===== src/rtl/uart_pkg.sv =====
// Shared UART definitions: receive FSM states, line-level bit values and
// the half-bit counter load used to land the start-bit sample mid-bit.
package uart_pkg;

  typedef enum logic [2:0] {
    IDLE,
    START,
    DATA,
    STOP,
    BREAK_WAIT
  } rx_state_t;

  localparam logic START_BIT = 1'b0;
  localparam logic STOP_BIT  = 1'b1;

  // Half a bit period minus one, floored, never below zero.
  function automatic logic [31:0] half_load(input int p);
    return (p / 2 >= 1) ? 32'(p / 2 - 1) : 32'd0;
  endfunction

endpackage


===== src/rtl/synchronizer.sv =====
// Multi-bit 2-flop synchronizer for asynchronous inputs; flops reset to
// RST_VAL so an idle-high line reads as idle straight out of reset.
module synchronizer #(
  parameter int               WIDTH   = 1,
  parameter logic [WIDTH-1:0] RST_VAL = '1
) (
  input  logic             clk,
  input  logic             reset_n,
  input  logic [WIDTH-1:0] d,
  output logic [WIDTH-1:0] q
);

  logic [1:0][WIDTH-1:0] sync_pipe;

  // Two-stage shift toward the output; stage 0 may go metastable.
  always_ff @(posedge clk or negedge reset_n) begin
    if (!reset_n) sync_pipe <= {2{RST_VAL}};
    else          sync_pipe <= {sync_pipe[0], d};
  end

  assign q = sync_pipe[1];

endmodule


===== src/rtl/uart_receive.sv =====
// UART receiver: 8N1, LSB first, bit period BAUD_DIVIDE+1 clocks. Start is
// qualified at mid-bit, data/stop are sampled at mid-bit thereafter.
module uart_receive
  import uart_pkg::*;
#(
  parameter int BAUD_DIVIDE = 1
) (
  input  logic       clk,
  input  logic       reset_n,
  input  logic       uart_rx,
  output logic [7:0] rx_char,
  output logic       rx_char_valid,
  output logic       frame_error,
  output logic       rx_active
);

  localparam int          P         = BAUD_DIVIDE + 1;
  localparam logic [31:0] BIT_LOAD  = 32'(P - 1);
  localparam logic [31:0] HALF_LOAD = half_load(P);

  rx_state_t   state, state_nxt;
  logic        rx_s;
  logic [31:0] cnt;
  logic [2:0]  bit_idx;
  logic [7:0]  shreg;
  logic        cnt_zero;

  synchronizer #(.WIDTH(1), .RST_VAL(1'b1)) u_sync (
    .clk     (clk),
    .reset_n (reset_n),
    .d       (uart_rx),
    .q       (rx_s)
  );

  assign cnt_zero  = (cnt == 32'd0);
  assign rx_active = (state != IDLE);

  // Next-state decode; all sampling decisions happen when cnt hits zero.
  always_comb begin
    state_nxt = state;
    case (state)
      IDLE:       if (rx_s == START_BIT) state_nxt = START;
      START:      if (cnt_zero) state_nxt = (rx_s == START_BIT) ? DATA : IDLE;
      DATA:       if (cnt_zero && bit_idx == 3'd7) state_nxt = STOP;
      STOP:       if (cnt_zero) state_nxt = (rx_s == STOP_BIT) ? IDLE : BREAK_WAIT;
      BREAK_WAIT: if (rx_s == STOP_BIT) state_nxt = IDLE;
      default:    state_nxt = IDLE;
    endcase
  end

  // Receiver core: state, bit timer, shift register and output pulses.
  always_ff @(posedge clk or negedge reset_n) begin
    if (!reset_n) begin
      state         <= IDLE;
      cnt           <= 32'd0;
      bit_idx       <= 3'd0;
      shreg         <= 8'h00;
      rx_char       <= 8'h00;
      rx_char_valid <= 1'b0;
      frame_error   <= 1'b0;
    end else begin
      state         <= state_nxt;
      rx_char_valid <= 1'b0;
      frame_error   <= 1'b0;
      case (state)
        IDLE: if (rx_s == START_BIT) cnt <= HALF_LOAD;
        START: begin
          if (cnt_zero) begin
            cnt     <= BIT_LOAD;
            bit_idx <= 3'd0;
          end else cnt <= cnt - 32'd1;
        end
        DATA: begin
          if (cnt_zero) begin
            shreg   <= {rx_s, shreg[7:1]};
            bit_idx <= bit_idx + 3'd1;
            cnt     <= BIT_LOAD;
          end else cnt <= cnt - 32'd1;
        end
        STOP: begin
          if (cnt_zero) begin
            if (rx_s == STOP_BIT) begin
              rx_char       <= shreg;
              rx_char_valid <= 1'b1;
            end else frame_error <= 1'b1;
          end else cnt <= cnt - 32'd1;
        end
        default: ;
      endcase
    end
  end

endmodule


===== config.mk =====
export PLATFORM = sky130hd
export DESIGN_NAME = uart_receive
export DESIGN_NICKNAME = d
export VERILOG_FILES = /design/src/rtl/uart_pkg.sv /design/src/rtl/synchronizer.sv /design/src/rtl/uart_receive.sv
export SDC_FILE = /design/constraint.sdc
export NUM_CORES = 1
export LEC_CHECK = 0
export BUFFER_PORTS_ARGS = -buffer_cell sky130_fd_sc_hd__buf_2
export CAP_MARGIN = 5
export CELL_PAD_IN_SITES_DETAIL_PLACEMENT = 1
export CELL_PAD_IN_SITES_GLOBAL_PLACEMENT = 1
export CORE_ASPECT_RATIO = 1.5
export CORE_MARGIN = 10
export CORE_UTILIZATION = 44
export DETAILED_ROUTE_END_ITERATION = 7
export GPL_TIMING_DRIVEN = 0
export PLACE_DENSITY_LB_ADDON = 0.2
export RECOVER_POWER = 50
export SLEW_MARGIN = 20
export SYNTH_ARGS = -nofsm -noshare
export SYNTH_HDL_FRONTEND = slang
export SYNTH_SLANG_ARGS = --single-unit

===== constraint.sdc =====
create_clock -name clk -period 2.35 [get_ports clk]
set_input_delay 0.47 -clock clk [delete_from_list [all_inputs] [get_ports clk]]
set_output_delay 0.47 -clock clk [all_outputs]
set_load 0.02 [all_outputs]

==> results of run 1 <==
-- worst min path at each step --
stage,depth (start not counted),endpoint,from
6_report,1,u_sync.sync_pipe[0],uart_rx
2_1_floorplan,0,bit_idx[0],reset_n
3_5_place_dp,0,u_sync.q,u_sync.sync_pipe[0]
3_3_place_gp,0,u_sync.q,u_sync.sync_pipe[0]
5_1_grt,1,u_sync.sync_pipe[0],uart_rx
4_1_cts,1,cnt[17],reset_n
-- synthesized netlist by cell type (5+ instances only) --
library cell,number,area share [%]
or2_2,10,2.1
a21oi_1,31,5.2
nor2_1,13,1.6
mux2_2,16,6.0
o21ai_0,7,1.2
clkbuf_1,11,1.4
or3_1,17,3.6
inv_1,6,0.75
or4_1,17,4.3
dfrtp_1,56,47
o41ai_1,7,2.0
o31ai_1,15,3.8
nor3_1,5,0.84
and3_1,6,1.3
-- state kept, by name, indices dropped and copies added (netlist names) --
signal            count
frame_error           1
state                 3
cnt                  32
u_sync.sync_pipe      1
rx_char               8
u_sync.q              1
bit_idx               3
shreg                 8
rx_char_valid         1
-- metal layers --
metal / global-route usage, % / wire length (um)
met5: 0 / 0
met4: 10.9 / 337
met3: 3.49 / 355
met1: 18.8 / 3840
met2: 31.4 / 5410
-- kinds of logic after synthesis --
family,count (synthesis),share of synthesized area [%]
buffers and inverters,24,3.51
and+or+nand+nor,99,22.4
xor gates and xnor gates,1,0.293
adders and majority gates,4,1.67
DFF,58,48.6
muxes,16,6.02
AOI/OAI and AO/OA,77,17.5
-- area by class of cell --
| type | instances | area [um2] | area share, % |
|---|---|---|---|
| multi-input combinational | 197 | 1780 | 42.1 |
| sequential | 58 | 1460 | 34.4 |
| timing repair buffer | 56 | 484 | 11.4 |
| clock buffer | 12 | 155 | 3.66 |
| buffer | 14 | 139 | 3.28 |
| clock inverter | 4 | 97.6 | 2.30 |
| tap | 76 | 95.1 | 2.25 |
| inverter | 6 | 22.5 | 0.532 |
-- power by group --
group / switching, mW / total [mW] / internal (mW)
Clock: 0.429 / 1.19 / 0.763
Sequential: 0.306 / 1.56 / 1.25
Combinational: 1.14 / 2.11 / 0.964
-- timing repair --
action | 4_1_cts | 5_1_grt
cloned | 5 | 1
pin swaps | 28 | 27
gates resized for setup | 66 | 39
setup buffers | 25 | 16
endpoints found under the setup margin | 53 | 54
endpoints found under the hold margin | 0 | 0
-- through the flow --
stage | TNS, ns | hold WS, ns | cells
2_1_floorplan | -5.58 | 0.174 | 279
3_3_place_gp | -22.80 | 0.345 | 368
3_5_place_dp | -24.37 | 0.347 | 368
4_1_cts | -10.67 | 0.212 | 413
5_1_grt | -15.85 | 0.199 | 423
6_report | -11.67 | 0.210 | 423
==> run summary, run 1 <==
Drt initial violations - 191
CTS Hold Bufs - 0
Critical R2R Launch - cnt[30]
Buffers from clock root to sink, at most - 2
H-tree depth - 3
Status - complete, but fails checks
Max Freq - 363 MHz
Post-synth EDFFs - 0
Initial antenna violation count - 0
Violated checks - max-capacitance violations, max-slew violations, negative setup slack
Critical path class - reg -> reg
Share of layout cells above drive strength 1 - 47.8%
WP depth - 9
CP cell instances - or4_4 -> or4_4 -> buf_6 -> o41ai_4 -> buf_6 -> buf_6 -> buf_8 -> o41ai_2 -> a21oi_1
FP Rows - 36
P_leak - 1.83 nW
Synth Net Count - 286
# diodes - 0
Synth Area per Inst - 10.7 um2
FF+latch count, synth - 58
Nets - 349
GPL Wtd Cong - 0.767
Root Driver - clkbuf_8
Routed vias - 2,670
Cell area after placement - 0.00323 mm2
Synth cell types - 52
Most common cell after layout, fill and taps aside - dfrtp_1
WL/cell - 23.5 um
Final hold violation count - 0
Worst r2r path cells - 9
Via-per-instance ratio - 6.31
Max stage delay cell, worst path - or4_4
Min Clock Period, post-route - 2.75 ns
I/O pin total - 14
Port Buffer Count - 13
Fin crit share - 117%
Register area share after synthesis - 48.6%
CP Data Required Time - 2.62 ns
Worst R2R Setup Slack - -0.40 ns
Die ar. - 0.0106 mm2
Die Height - 121 um
Most frequent cell on the critical path - buf_6
Max cap viols - 1
Post-synth ARST share - 100%
Clock Latency Late Sink - 0.36 ns
1st-pass router iterations - 4
Pin count of the biggest net entering global routing - 59
CP endpoint - cnt[10]
Crit. End Element - flip-flop
Place WS - -0.554 ns
DRC Markers - 0
Worst Hold Class - in -> reg
Die Wd - 87.3 um
RSZ-0062 raised after global routing - true
Reg clk slew, reported paths - 0.07 ns
Top Family by Delay on Critical Path - simple AND/OR/NAND/NOR gates
Initial core utilization - 45.5%
Slew @ Worst Pin - 1.53 ns
Global-route wire length before repair - 14,800 um
Vias in the first global route - 2,839
Layout area overhead - 41.6%
CP startpoint kind - flip-flop
Synth warn - 0
Dominant synthesized flop cell - dfrtp_1
Cell Area, Synth - 0.00299 mm2
Clk_skew - 0.0110 ns
CP peak stage delay - 0.56 ns
Global route overflow - 0
Cells after Synth - 279
Relative slew slack - -2.05%
Floorplan core area - 0.00658 mm2
Final WS setup - -0.403 ns
Clk sink count - 58
Cell area power density - 1150 mW/mm2
Setup violators final - 50
Final wirelength - 9940 um
Critical path arrival - 3.03 ns
CP max FO - 5
Worst vdd ir - 712 uV
CTS tree - yes
Most frequent cells in the layout - dfrtp_1 (53), buf_4 (28), a21oi_1 (27)
# fillers - 674
Buffers & Inverters on Critical Path - 4
Dpl hpwl - 4930 um
Total power - 4.86 mW
Post-Layout Inst Area - 0.00424 mm2
Crit path launch - cnt[30]
Total GRT Usage - 17.9%
Final core utilization - 64.4%
CTS Buf Count - 9
Worst r2r dst - cnt[10]
Routed Antenna Nets - 0
Slew Limit Fails - 59
(Power assumes the default switching activity.)
==> run 2: changes to the inputs <==
GPL_ROUTABILITY_DRIVEN = 1   (was default)
MAX_ROUTING_LAYER = met4   (was default)
==> run 2 against run 1 <==
Effect of this change: the flow still finishes with violations (max-capacitance violations, max-slew violations, negative setup slack); via count grew 0.86%; die area stayed put; utilization increased by 0.057 points; critical endpoint unchanged; combinational power rose by 2%; register-to-register slack lost 0.04 ns; flip-flop and latch count did not move; hold slack better by 0.0027 ns.
==> run summary, run 2 (synthesized netlist as in run 1, its figures left out) <==
CP Data Required Time - 2.61 ns (about the same)
Die ar. - 0.0106 mm2 (unchanged)
Initial core utilization - 45.5% (unchanged)
Final WS setup - -0.439 ns (-0.0351 ns)
Nets - 350 (+0.29%)
Total GRT Usage - 18.4% (+0.51 points)
Via-per-instance ratio - 6.35 (+0.62%)
Top Family by Delay on Critical Path - simple AND/OR/NAND/NOR gates
CTS Buf Count - 9 (unchanged)
Layout area overhead - 41.7% (about the same)
FP Rows - 36 (unchanged)
Final wirelength - 10,200 um (+2.4%)
Global route overflow - 0 (unchanged)
Max cap viols - 1 (unchanged)
DRC Markers - 0 (unchanged)
# diodes - 0 (unchanged)
CP startpoint kind - flip-flop
P_leak - 1.83 nW (+0.20%)
Setup violators final - 50 (unchanged)
Post-Layout Inst Area - 0.00424 mm2 (about the same)
1st-pass router iterations - 4 (unchanged)
H-tree depth - 3 (unchanged)
CTS tree - yes
Largest regs - cnt (32), rx_char (8), shreg (8)
WL/cell - 24.0 um (+2.1%)
Max Freq - 359 MHz (-1.3%)
Vias in the first global route - 2,833 (-0.21%)
CP cell instances - or4_4 -> or4_4 -> buf_6 -> o41ai_4 -> buf_6 -> buf_6 -> buf_8 -> o41ai_2 -> a21oi_1
Place WS - -0.554 ns (unchanged)
Clk sink count - 58 (unchanged)
CP max FO - 5 (unchanged)
Buffers from clock root to sink, at most - 2 (unchanged)
Max stage delay cell, worst path - or4_4
Floorplan core area - 0.00658 mm2 (unchanged)
Min Clock Period, post-route - 2.79 ns (+0.0351 ns)
Clk_skew - 0.0141 ns (+0.00310 ns)
Most frequent cell on the critical path - buf_6
Dpl hpwl - 4930 um (unchanged)
I/O pin total - 14 (unchanged)
Buffers & Inverters on Critical Path - 4 (unchanged)
Slew @ Worst Pin - 1.51 ns (-0.0226 ns)
Critical path class - reg -> reg
Crit. End Element - flip-flop
Placed insts - 368 (unchanged)
Final non-filler cell total - 424 (+0.24%)
Initial antenna violation count - 0 (unchanged)
Final hold violation count - 0 (unchanged)
Status - complete, but fails checks
Global-route wire length before repair - 14,900 um (+0.23%)
Fin crit share - 119% (+1.5 points)
Worst vdd ir - 711 uV (-0.14%)
Share of layout cells above drive strength 1 - 48.0% (+0.15 points)
Root Driver - clkbuf_8
Most common cell after layout, fill and taps aside - dfrtp_1
Cell area power density - 1160 mW/mm2 (+0.77%)
Routed vias - 2,693 (+0.86%)
Port Buffer Count - 13 (unchanged)
GPL Wtd Cong - 0.777 (+1.3%)
Cell area after placement - 0.00323 mm2 (unchanged)
Largest register FFs - 32 (unchanged)
Reg clk slew, reported paths - 0.07 ns (about the same)
Die Wd - 87.3 um (unchanged)
Most frequent cells in the layout - dfrtp_1 (53), buf_4 (30), a21oi_1 (27)
Critical path arrival - 3.05 ns (+0.02 ns)
CTS Hold Bufs - 0 (unchanged)
Relative slew slack - -0.542% (+1.5 points)
Largest Register - cnt
Clock Latency Late Sink - 0.35 ns (about the same)
RSZ-0062 raised after global routing - true
Die Height - 121 um (unchanged)
Worst Hold Class - in -> reg
Violated checks - max-capacitance violations, max-slew violations, negative setup slack
CP peak stage delay - 0.57 ns (about the same)
Total power - 4.90 mW (+0.86%)
Drt initial violations - 176 (-7.9%)
Slew Limit Fails - 58 (-1.7%)
Pin count of the biggest net entering global routing - 59 (unchanged)
Routed Antenna Nets - 0 (unchanged)
-- run 2: final timing paths --
path	startpoint	slack [ns]	cells after the start	endpoint
setup / recovery	cnt[30]	-0.44	9	cnt[10]
min in group asynchronous	reset_n	0.48	1	cnt[17]
setup reg to reg	cnt[30]	-0.44	9	cnt[10]
hold reg to reg	u_sync.sync_pipe[0]	0.36	0	u_sync.q
max in group asynchronous	reset_n	0.85	1	cnt[28]
hold / removal	uart_rx	0.21	1	u_sync.sync_pipe[0]
-- run 2: layout make-up --
cell class              count  area (um2)
fillers                   669        2340
multi-input cells         197        1780
flip-flops and latches     58        1460
repair buffers             57         488
clock buffers              12         155
plain buffers              14         139
clock inverters             4        97.6
well taps                  76        95.1
inverters                   6        22.5
-- run 2: timing repair --
action                                  CTS  global route
resized for setup                        66            38
cloned                                    5             1
hold endpoints to repair                  0             0
pin swaps                                28            27
buffers inserted                         25            17
endpoints found under the setup margin   53            52
-- run 2: report_power, final --
part / total [mW] / leakage (nW) / internal, mW / switching, mW
Clock: 1.18 / 0.123 / 0.763 / 0.419
Combinational: 2.16 / 0.961 / 0.972 / 1.18
Sequential: 1.56 / 0.750 / 1.25 / 0.310
Total: 4.90 / 1.83 / 2.99 / 1.91
-- run 2: per-stage QoR --
| stage | hold WS, ns | setup TNS, ns | util, % |
|---|---|---|---|
| CTS | 0.212 | -10.67 | 61.4 |
| finish | 0.213 | -12.57 | 64.5 |
| floorplan | 0.174 | -5.58 | - |
| global placement | 0.345 | -22.80 | 49.1 |
| global route | 0.198 | -15.56 | 64.5 |
| detailed placement | 0.347 | -24.37 | 49.1 |
-- run 2: layer usage --
layer	global-route usage (%)	routed length (um)	vias up
met3	3.49	355	40
met2	31.3	5450	63
li1	-	-	1205
met1	19.0	3810	1385
met5	-	0	-
met4	10.9	547	0
